**config.mk**
```make
export PLATFORM = sky130hd
export DESIGN_NAME = basis_index_list
export DESIGN_NICKNAME = d
export VERILOG_FILES = /design/src/rtl/qcm_basis_pkg.sv /design/src/rtl/basis_gate_xform.sv /design/src/rtl/basis_index_list.sv
export SDC_FILE = /design/constraint.sdc
export NUM_CORES = 1
export LEC_CHECK = 0
export ABC_AREA = 1
export CORE_MARGIN = 5
export CORE_UTILIZATION = 60
export CTS_BUF_LIST = sky130_fd_sc_hd__clkbuf_8 sky130_fd_sc_hd__clkbuf_16
export DETAILED_ROUTE_END_ITERATION = 8
export PLACE_DENSITY_LB_ADDON = 0.3
export SYNTH_ARGS = -nofsm -noshare
export SYNTH_HDL_FRONTEND = slang
export SYNTH_SLANG_ARGS = --single-unit
```
**constraint.sdc**
```tcl
create_clock -name clk -period 3.3 [get_ports clk]
set_input_delay 0.33 -clock clk [delete_from_list [all_inputs] [get_ports clk]]
set_output_delay 0.33 -clock clk [all_outputs]
set_load 0.01 [all_outputs]
```
**src/rtl/qcm_basis_pkg.sv**
```systemverilog
// Shared encodings for the basis-index list: command opcodes, gate codes and FSM states.
package qcm_basis_pkg;

    typedef enum logic [2:0] {
        OP_NOP    = 3'd0,
        OP_PUSH   = 3'd1,
        OP_POP    = 3'd2,
        OP_ROTATE = 3'd3,
        OP_SWEEP  = 3'd4,
        OP_CLEAR  = 3'd5
    } cmd_op_e;

    typedef enum logic [2:0] {
        GATE_H    = 3'd0,
        GATE_CNOT = 3'd2,
        GATE_X    = 3'd6,
        GATE_SWAP = 3'd7
    } gate_e;

    typedef enum logic {
        ST_IDLE  = 1'b0,
        ST_SWEEP = 1'b1
    } state_e;

endpackage

```
**src/rtl/basis_gate_xform.sv**
```systemverilog
// Combinational action of a single gate on one computational-basis index.
module basis_gate_xform
    import qcm_basis_pkg::*;
#(
    parameter int NUM_QUBIT = 4,
    parameter int PW        = $clog2(NUM_QUBIT)
) (
    input  logic [NUM_QUBIT-1:0] idx_in,
    input  logic [2:0]           gate_type,
    input  logic [PW-1:0]        qubit_pos,
    input  logic [PW-1:0]        qubit_pos2,
    output logic [NUM_QUBIT-1:0] idx_out
);

    localparam logic [PW:0] NQ = (PW+1)'(NUM_QUBIT);

    logic pos_bad;

    assign pos_bad = ({1'b0, qubit_pos} >= NQ) || ({1'b0, qubit_pos2} >= NQ);

    always_comb begin
        idx_out = idx_in;
        if (!pos_bad) begin
            case (gate_type)
                GATE_H, GATE_X: idx_out[qubit_pos] = ~idx_in[qubit_pos];
                GATE_CNOT: begin
                    // Equal control and target degenerates to identity.
                    if (qubit_pos != qubit_pos2 && idx_in[qubit_pos])
                        idx_out[qubit_pos2] = ~idx_in[qubit_pos2];
                end
                GATE_SWAP: begin
                    idx_out[qubit_pos]  = idx_in[qubit_pos2];
                    idx_out[qubit_pos2] = idx_in[qubit_pos];
                end
                default: ;
            endcase
        end
    end

endmodule

```
**src/rtl/basis_index_list.sv**
```systemverilog
// Circular list of basis indices with push/pop/rotate and a multi-cycle SWEEP that
// applies one gate to every stored entry while preserving order.
module basis_index_list
    import qcm_basis_pkg::*;
#(
    parameter int  NUM_QUBIT = 4,
    parameter int  DEPTH     = 2**NUM_QUBIT,
    localparam int PW        = $clog2(NUM_QUBIT),
    localparam int CW        = $clog2(DEPTH+1)
) (
    input  logic                 clk,
    input  logic                 rst_n,
    input  logic                 cmd_valid,
    output logic                 cmd_ready,
    input  logic [2:0]           cmd_op,
    input  logic [2:0]           gate_type,
    input  logic [PW-1:0]        qubit_pos,
    input  logic [PW-1:0]        qubit_pos2,
    input  logic [NUM_QUBIT-1:0] push_data,
    output logic [NUM_QUBIT-1:0] head_data,
    output logic [NUM_QUBIT-1:0] head_update,
    output logic [CW-1:0]        count,
    output logic                 full,
    output logic                 empty,
    output logic                 busy,
    output logic                 sweep_done,
    output logic                 err
);

    localparam int             AW       = (DEPTH > 1) ? $clog2(DEPTH) : 1;
    localparam logic [AW-1:0]  LAST_PTR = AW'(DEPTH-1);
    localparam logic [CW-1:0]  DEPTH_C  = CW'(DEPTH);
    localparam logic [PW:0]    NQ       = (PW+1)'(NUM_QUBIT);

    function automatic logic [AW-1:0] ptr_inc(input logic [AW-1:0] p);
        return (p == LAST_PTR) ? '0 : p + 1'b1;
    endfunction

    state_e                 state_q, state_d;
    logic [AW-1:0]          rd_ptr_q, rd_ptr_d, wr_ptr_q, wr_ptr_d;
    logic [CW-1:0]          count_q, count_d, rem_q, rem_d;
    logic [2:0]             sw_gate_q, sw_gate_d;
    logic [PW-1:0]          sw_pos_q, sw_pos_d, sw_pos2_q, sw_pos2_d;
    logic                   err_q, err_d, done_q, done_d;
    logic [NUM_QUBIT-1:0]   mem_q [DEPTH];
    logic                   mem_we;
    logic [AW-1:0]          mem_waddr;
    logic [NUM_QUBIT-1:0]   mem_wdata;
    logic [NUM_QUBIT-1:0]   sweep_update;
    logic                   accept, pos_bad;

    assign busy       = (state_q == ST_SWEEP);
    assign cmd_ready  = !busy;
    assign count      = count_q;
    assign full       = (count_q == DEPTH_C);
    assign empty      = (count_q == '0);
    assign err        = err_q;
    assign sweep_done = done_q;
    assign head_data  = empty ? '0 : mem_q[rd_ptr_q];
    assign accept     = cmd_valid && cmd_ready;
    assign pos_bad    = ({1'b0, qubit_pos} >= NQ) || ({1'b0, qubit_pos2} >= NQ);

    basis_gate_xform #(.NUM_QUBIT(NUM_QUBIT), .PW(PW)) u_head_xform (
        .idx_in     (head_data),
        .gate_type  (gate_type),
        .qubit_pos  (qubit_pos),
        .qubit_pos2 (qubit_pos2),
        .idx_out    (head_update)
    );

    basis_gate_xform #(.NUM_QUBIT(NUM_QUBIT), .PW(PW)) u_sweep_xform (
        .idx_in     (head_data),
        .gate_type  (sw_gate_q),
        .qubit_pos  (sw_pos_q),
        .qubit_pos2 (sw_pos2_q),
        .idx_out    (sweep_update)
    );

    always_comb begin
        state_d   = state_q;
        rd_ptr_d  = rd_ptr_q;
        wr_ptr_d  = wr_ptr_q;
        count_d   = count_q;
        rem_d     = rem_q;
        sw_gate_d = sw_gate_q;
        sw_pos_d  = sw_pos_q;
        sw_pos2_d = sw_pos2_q;
        err_d     = 1'b0;
        done_d    = 1'b0;
        mem_we    = 1'b0;
        mem_waddr = wr_ptr_q;
        mem_wdata = push_data;

        if (state_q == ST_SWEEP) begin
            // Each sweep step is a rotate using the gate captured at acceptance.
            mem_we    = 1'b1;
            mem_wdata = sweep_update;
            rd_ptr_d  = ptr_inc(rd_ptr_q);
            wr_ptr_d  = ptr_inc(wr_ptr_q);
            rem_d     = rem_q - 1'b1;
            if (rem_q == CW'(1)) begin
                state_d = ST_IDLE;
                done_d  = 1'b1;
            end
        end else if (accept) begin
            case (cmd_op)
                OP_PUSH: begin
                    if (full) begin
                        err_d = 1'b1;
                    end else begin
                        mem_we   = 1'b1;
                        wr_ptr_d = ptr_inc(wr_ptr_q);
                        count_d  = count_q + 1'b1;
                    end
                end
                OP_POP: begin
                    if (empty) begin
                        err_d = 1'b1;
                    end else begin
                        rd_ptr_d = ptr_inc(rd_ptr_q);
                        count_d  = count_q - 1'b1;
                    end
                end
                OP_ROTATE: begin
                    if (empty) begin
                        err_d = 1'b1;
                    end else begin
                        err_d     = pos_bad;
                        mem_we    = 1'b1;
                        mem_wdata = head_update;
                        rd_ptr_d  = ptr_inc(rd_ptr_q);
                        wr_ptr_d  = ptr_inc(wr_ptr_q);
                    end
                end
                OP_SWEEP: begin
                    err_d     = pos_bad;
                    sw_gate_d = gate_type;
                    sw_pos_d  = qubit_pos;
                    sw_pos2_d = qubit_pos2;
                    if (empty) begin
                        done_d = 1'b1;
                    end else begin
                        state_d = ST_SWEEP;
                        rem_d   = count_q;
                    end
                end
                OP_CLEAR: begin
                    count_d  = '0;
                    rd_ptr_d = '0;
                    wr_ptr_d = '0;
                end
                default: ;
            endcase
        end
    end

    always_ff @(posedge clk or negedge rst_n) begin
        if (!rst_n) begin
            state_q   <= ST_IDLE;
            rd_ptr_q  <= '0;
            wr_ptr_q  <= '0;
            count_q   <= '0;
            rem_q     <= '0;
            sw_gate_q <= '0;
            sw_pos_q  <= '0;
            sw_pos2_q <= '0;
            err_q     <= 1'b0;
            done_q    <= 1'b0;
        end else begin
            state_q   <= state_d;
            rd_ptr_q  <= rd_ptr_d;
            wr_ptr_q  <= wr_ptr_d;
            count_q   <= count_d;
            rem_q     <= rem_d;
            sw_gate_q <= sw_gate_d;
            sw_pos_q  <= sw_pos_d;
            sw_pos2_q <= sw_pos2_d;
            err_q     <= err_d;
            done_q    <= done_d;
        end
    end

    // Entry storage is data only; occupancy and pointers alone define validity.
    always_ff @(posedge clk) begin
        if (mem_we) mem_q[mem_waddr] <= mem_wdata;
    end

endmodule

```
==> flow_summary.yaml, run 1 <==
pwr:
  leakagePower_uw: 0.00340
  ir_drop_v: 0.000488
  p_sw_uw: 3340
  p_int_uw: 3570
  switching_share_pct: 48.4
  clkPwrFrac_pct: 10.7
  power_density_nw_per_um2: 1040
  sequentialPowerShare_pct: 28.6
  p_comb_share_pct: 60.6
finish:
  ff_latch_area_um2: 2630
  instances_no_fill: 970
  layout-drive-gt1-share_pct: 9.27
  fin_util_pct: 71.3
  antenna_cells: 0
  fillers: 761
  nets: 864
  multi_input_area_um2: 2490
  syn2layout_area_growth_pct: 15.2
cts:
  numCtsBuffers: 9
  clk_path_buf_depth: 2
  cts_hold_buffers: 0
  htreeDepth: 3
  cts_tree: "yes"
  cts.clk_slew.worst_paths_ns: 0.10
  clkLatencyLatePin_ns: 0.36
  cts_root_buf: "clkbuf_8"
  clock-sinks: 92
worst_setup_path:
  cp-start-kind: "flip-flop"
  critPathTopFamily: "simple AND/OR/NAND/NOR gates"
  cpPeakStageDelay_ns: 0.60
  worst_ep_required_time_ns: 2.97
  worstPathArrival_ns: 2.90
  crit_type: "reg -> out"
  cp_max_fo: 8
  crit_slowest_cell: "dfrtp_4"
  critPathCaptureType: "output port"
  crit_buf_inv: 3
  crit_chain: "clkbuf_16 > nand2_1 > nand3_1 > nand2_1 > nand2_1 > nand2_1 > inv_1 > nand2_2 > nand2_4 > nand2_4 > nand2_2 > nor2_8 > nand2_2 > a31oi_1 > nand3_1 > and2_1 > dlygate4sd2_1"
  crit_path_frequent_cell: "nand2_1"
min_path:
  worstHoldPathType: "in -> async"
global_route:
  first_global_vias: 5080
  antenna_found_initial: 0
  overflow: 0
  grt_max_degree: 29
  grt_usage_pct: 26.8
  grt_first_pass_wirelength_um: 24500
timing:
  worstMarginPinSlew_ns: 0.872
  fmax_mhz: 309
  finalHoldViolCount: 0
  max_slew_margin_pct: 41.4
  fin_crit_sh_pct: 97.9
  rsz0062_at_grt: "true"
  drv_slew: 0
  setup_tns_ns: 0
  setup_viol: 0
  fin_skew_ns: 0.0172
  min_period_ns: 3.23
route:
  viasPerCell: 5.36
  drtIter0Drc: 488
  vias: 5203
  drc: 0
  ant_nets: 0
  routed_wl_um: 15000
  drtPass1Iterations: 5
  routedWlPerCell_um: 15.5
floorplanning:
  fp.dieArea_um2: 11700
  boundaryPins: 36
  initial_core_util_pct: 61.9
  core_um2: 9330
  die-width_um: 108
  placementRows: 35
  die_y_um: 108
synthesis:
  yosys_warnings: 0
  synthesis.nets: 805
  ys.flop_type: "edfxtp_1"
  yosysUniqueCellTypes: 35
  synthArstFlopShare_pct: 30.4
  netlist_area_um2: 5770
  ys_seq_elements: 92
  synth_cells: 777
  synth_area_per_cell_um2: 7.43
  ys_seq_area_share_pct: 45.4
  synth_edf_count: 64
placed_design:
  dp.cells: 938
  dp_hpwl_um: 10800
  routabilityCongestion: 0.938
  portBuffers: 35
outcome:
  status: "finished, final reports clean"
run:
  drv_cap: 0
## path summary, 6_finish.rpt
path,startpoint,end,slack [ns],depth (start not counted)
min in group clk,sw_gate_q[0]$_DFFE_PN0P_,sw_gate_q[0]$_DFFE_PN0P_,0.58,2
max in group asynchronous,rst_n,rd_ptr_q[0]$_DFFE_PN0P_,2.66,2
worst min register to register,sw_gate_q[0]$_DFFE_PN0P_,sw_gate_q[0]$_DFFE_PN0P_,0.58,2
worst min-delay path,rst_n,mem_waddr[1]$_DFFE_PN0P_,0.34,2
worst max-delay path,rd_ptr_q[0]$_DFFE_PN0P_,head_update[1],0.07,17
worst max register to register,rd_ptr_q[0]$_DFFE_PN0P_,mem_q[1][1]$_DFFE_PP_,0.27,21
## layer usage
layer	vias up	GRT usage [%]	wire length (um)
met2	221	44.8	7270
met4	0	7.21	225
met3	28	4.30	1260
met1	2390	36.6	6270
li1	2564	-	-
met5	-	0	0
## worst reg2reg max path: cells and delay by family, from the launching register on
kind | cells | cell delay [ns]
buffers and inverters | 4 | 0.64
flip-flops | 1 | 0.60
AND/OR/NAND/NOR | 16 | 1.34
AO/OA/AOI/OAI | 1 | 0.17
## cells by family after synthesis
group | after synthesis | synth area share (%)
AOI/OAI and AO/OA | 61 | 5.83
and+or+nand+nor | 441 | 33.1
xor gates and xnor gates | 7 | 1.06
adders and majority gates | 11 | 2.51
DFF | 92 | 45.4
buffers and inverters | 165 | 12.1
## through the flow
stage / instance area, um^2 / hold slack [ns] / power, uW / worst slack, ns
2_1_floorplan: 5770 / 0.0344 / 4570 / 0.831
3_3_place_gp: 6250 / 0.514 / 5680 / 0.193
3_5_place_dp: 6250 / 0.560 / 5750 / 0.203
4_1_cts: 6480 / 0.334 / 6560 / 0.0656
5_1_grt: 6650 / 0.366 / 7460 / -0.0940
6_report: 6650 / 0.336 / 6910 / 0.0688
## final cells by class
cell class	instances	share of cell area, %
clock buffers	9	1.86
repair buffers	64	9.18
flip-flops and latches	92	39.5
repair inverters	1	0.169
inverters	148	8.52
well taps	129	2.43
clock inverters	7	0.941
multi-input cells	520	37.4
## cell usage after synthesis (5+ instances only)
library cell / count / area share, %
nand2_2: 11 / 1.2
nand4_1: 6 / 0.65
a21oi_1: 24 / 2.1
nor3_1: 5 / 0.43
buf_6: 8 / 1.6
edfxtp_1: 64 / 33
nand2_1: 269 / 17
and2_1: 5 / 0.54
nor2_1: 51 / 3.3
dfrtp_1: 28 / 12
xnor2_1: 5 / 0.76
nand2_4: 6 / 1.2
nand3_1: 84 / 7.3
inv_1: 144 / 9.4
o21ai_0: 24 / 2.1
ha_1: 10 / 2.2
## repair_timing
item                                    in CTS  in global routing
resized for setup                           11                 21
pin swaps                                    2                 12
endpoints found under the setup margin       4                  4
setup buffers                                3                 10
gates cloned                                 1                  2
## power by group through the flow
stage	clock, uW	sequential (uW)	combinational (uW)
5_1_grt	805	2010	4640
6_report	742	1980	4190
4_1_cts	746	1950	3860
3_3_place_gp	0	1950	3730
2_1_floorplan	0	1910	2660
3_5_place_dp	0	1960	3790
## placed cells by master, fill, tap and decap left out, types with 3 or more instances in the layout
master,n
inv_6,4
inv_1,143
edfxtp_1,64
xnor2_1,5
dfrtp_1,27
nor2_1,51
inv_8,4
nand4_1,6
nor3_1,5
and2_1,5
nand2_2,10
nand2_4,11
clkdlybuf4s50_1,31
nand3_1,84
ha_1,10
a21oi_1,24
buf_4,24
nand2_1,265
o21ai_0,23
clkbuf_2,3
o22ai_1,3
clkbuf_8,9
## flip-flops by register name, summed over array words and instances (netlist names), 2 cells and up
signal,cells
sw_pos2_q,2
count,5
rd_ptr_q,4
mem_q,64
sw_pos_q,2
mem_waddr,4
sw_gate_q,3
rem_q,5
(Power assumes the default switching activity.)
==> inputs of run 2 (changes only) <==
HOLD_SLACK_MARGIN = 0.12   (was default)
==> results of run 2 <==
Same layout as run 1: the final DEF is identical, and so are final timing and power.
==> inputs of run 3 (changes only) <==
MAX_ROUTING_LAYER = met4   (was default)
==> run 3 against run 2 <==
Compared with the run above: clock skew is 0.0071 ns higher; fmax grew 1.9%; design area up 1.7%; register-to-register slack is essentially flat; largest cell class unchanged; sequential power hardly changed; die area is the same; first-iteration DRC count rose by 8.2%.
==> flow_summary.yaml, run 3 (synthesis gave the netlist of run 1 again) <==
finish:
  syn2layout_area_growth_pct: 17.1
  layout-drive-gt1-share_pct: 9.79
  largest_register_ff_count: 64
  fin_util_pct: 72.5
  layout_commonest_cell: "nand2_1"
  nets: 871
  most-common-layout-cells: "nand2_1, inv_1, nand3_1"
  regMostFlops: "mem_q"
  antenna_cells: 0
route:
  routedWlPerCell_um: 15.8
  drc: 0
  vias: 5359
  ant_nets: 0
  drtPass1Iterations: 7
  drtIter0Drc: 528
  routed_wl_um: 15500
  viasPerCell: 5.49
timing:
  finalHoldViolCount: 0
  min_period_ns: 3.17
  fmax_mhz: 315
  setup_tns_ns: 0
  fin_crit_sh_pct: 96.1
  drv_slew: 0
  worstMarginPinSlew_ns: 0.914
  fin_skew_ns: 0.0243
  setup_viol: 0
  max_slew_margin_pct: 38.6
worst_setup_path:
  critPathCaptureType: "output port"
  worstPathArrival_ns: 2.84
  cp-start-kind: "flip-flop"
  reg2reg_from: "rd_ptr_q[0]$_DFFE_PN0P_"
  rrSetupSlack_ns: 0.26
  worst_ep_required_time_ns: 2.97
  crit_type: "reg -> out"
  timing.rr.end: "mem_q[1][1]$_DFFE_PP_"
  crit_path_frequent_cell: "nand3_1"
  crit_chain: "buf_6 > clkbuf_16 > nand2_1 > nand3_1 > nand3_1 > nand3_1 > nand2_2 > nand2_4 > nand2_2 > nand2_2 > nor2_8 > buf_4 > nand2_1 > a31oi_1 > nand3_1 > and2_1 > dlymetal6s2s_1"
  reg2regPathDepth: 21
  crit_buf_inv: 4
  cp_max_fo: 6
  cpPeakStageDelay_ns: 0.52
  crit_slowest_cell: "dfrtp_4"
  critPathTopFamily: "simple AND/OR/NAND/NOR gates"
cts:
  numCtsBuffers: 9
  cts.clk_slew.worst_paths_ns: 0.10
  clock-sinks: 92
  cts_root_buf: "clkbuf_8"
  clk_path_buf_depth: 2
  htreeDepth: 3
  cts_tree: "yes"
  clkLatencyLatePin_ns: 0.36
placed_design:
  routabilityCongestion: 0.956
  portBuffers: 35
  dp_hpwl_um: 11000
floorplanning:
  core_um2: 9330
  fp.dieArea_um2: 11700
  placementRows: 35
  initial_core_util_pct: 61.9
  boundaryPins: 36
  die-width_um: 108
  die_y_um: 108
global_route:
  first_global_vias: 5065
  grt_first_pass_wirelength_um: 24400
  grt_max_degree: 35
  grt_usage_pct: 27.4
  antenna_found_initial: 0
  overflow: 0
min_path:
  worstHoldPathType: "in -> async"
pwr:
  leakagePower_uw: 0.00346
  power_density_nw_per_um2: 1050
  ir_drop_v: 0.000500
outcome:
  status: "finished, final reports clean"
run:
  drv_cap: 0
-- run 3: cell count changes in the layout (fill, tap and decap cells not counted), moves of 2 or more --
| cell | before | now |
|---|---|---|
| clkinvlp_4 | 1 | 3 |
| nand2_2 | 10 | 14 |
| clkbuf_2 | 3 | 1 |
| inv_8 | 4 | 2 |
| buf_6 | 1 | 3 |
| nand2_4 | 11 | 7 |
| dlymetal6s2s_1 | 0 | 3 |
-- run 3: area by class of cell --
| type | count | area (um^2) |
|---|---|---|
| tap | 129 | 161 |
| clock inverter | 7 | 58.8 |
| fill | 764 | 2570 |
| clock buffer | 9 | 124 |
| multi-input combinational | 520 | 2480 |
| timing repair inverter | 2 | 17.5 |
| timing repair buffer | 70 | 719 |
| sequential | 92 | 2630 |
| inverter | 148 | 572 |
-- run 3: worst max-delay path by stage --
stage                                       start                     to  slack, ns  depth (start not counted)
final                     rd_ptr_q[0]$_DFFE_PN0P_         head_update[1]       0.13                         17
after floorplan              count[0]$_DFFE_PN0P_  mem_q[0][2]$_DFFE_PP_       0.83                         14
after CTS                 rd_ptr_q[0]$_DFFE_PN0P_         head_update[1]      -0.08                         17
after global routing      rd_ptr_q[0]$_DFFE_PN0P_         head_update[3]      -0.01                         17
after global placement       count[0]$_DFFE_PN0P_         head_update[0]       0.24                         12
after detailed placement     count[0]$_DFFE_PN0P_         head_update[1]       0.21                         13
-- run 3: metal layers --
layer / track usage [%] / up-vias / part of all wire (%)
met4: 6.85 / 0 / 1.4
li1: - / 2572 / -
met3: 4.78 / 33 / 8.6
met5: - / - / 0
met2: 43.7 / 270 / 48
met1: 36.7 / 2484 / 42
-- run 3: where the power goes --
| part | leakage, uW | internal [uW] | switching, uW |
|---|---|---|---|
| sequential | 0.000924 | 1730 | 232 |
| combinational | 0.00245 | 1710 | 2730 |
| clock | 0.0000873 | 286 | 434 |
-- run 3: through the flow --
step,hold WS [ns],setup slack (ns),power [uW],cell area [um^2],cells
2_1_floorplan,0.0344,0.831,4570,5770,777
3_3_place_gp,0.522,0.238,5650,6250,937
3_5_place_dp,0.524,0.209,5720,6250,937
4_1_cts,0.356,-0.0832,6480,6450,954
5_1_grt,0.383,-0.0116,7660,6760,977
6_report,0.355,0.128,7120,6760,977
-- run 3: what timing repair did --
item                                    CTS  global route
buffers inserted                          1            17
gates resized for setup                   4            22
hold buffers                              0             0
endpoints found under the setup margin    4             4
pin swaps                                 2             7
gates cloned                              0             6
-- run 3: worst register-to-register path, stage by stage, from the launching register on --
cell,delay (ns)
dfrtp_4,0.52
buf_4,0.15
buf_8,0.13
nand2_1,0.07
nand3_1,0.08
nand3_1,0.12
nand3_2,0.12
nand2_2,0.11
nand2_4,0.07
buf_12,0.14
buf_4,0.13
nand2_1,0.09
nand2_2,0.09
nor2_8,0.18
nand2_4,0.09
nand2_1,0.07
nand2_1,0.05
nand2_1,0.05
nand3_1,0.07
a21oi_1,0.16
nand2_1,0.08
buf_4,0.21
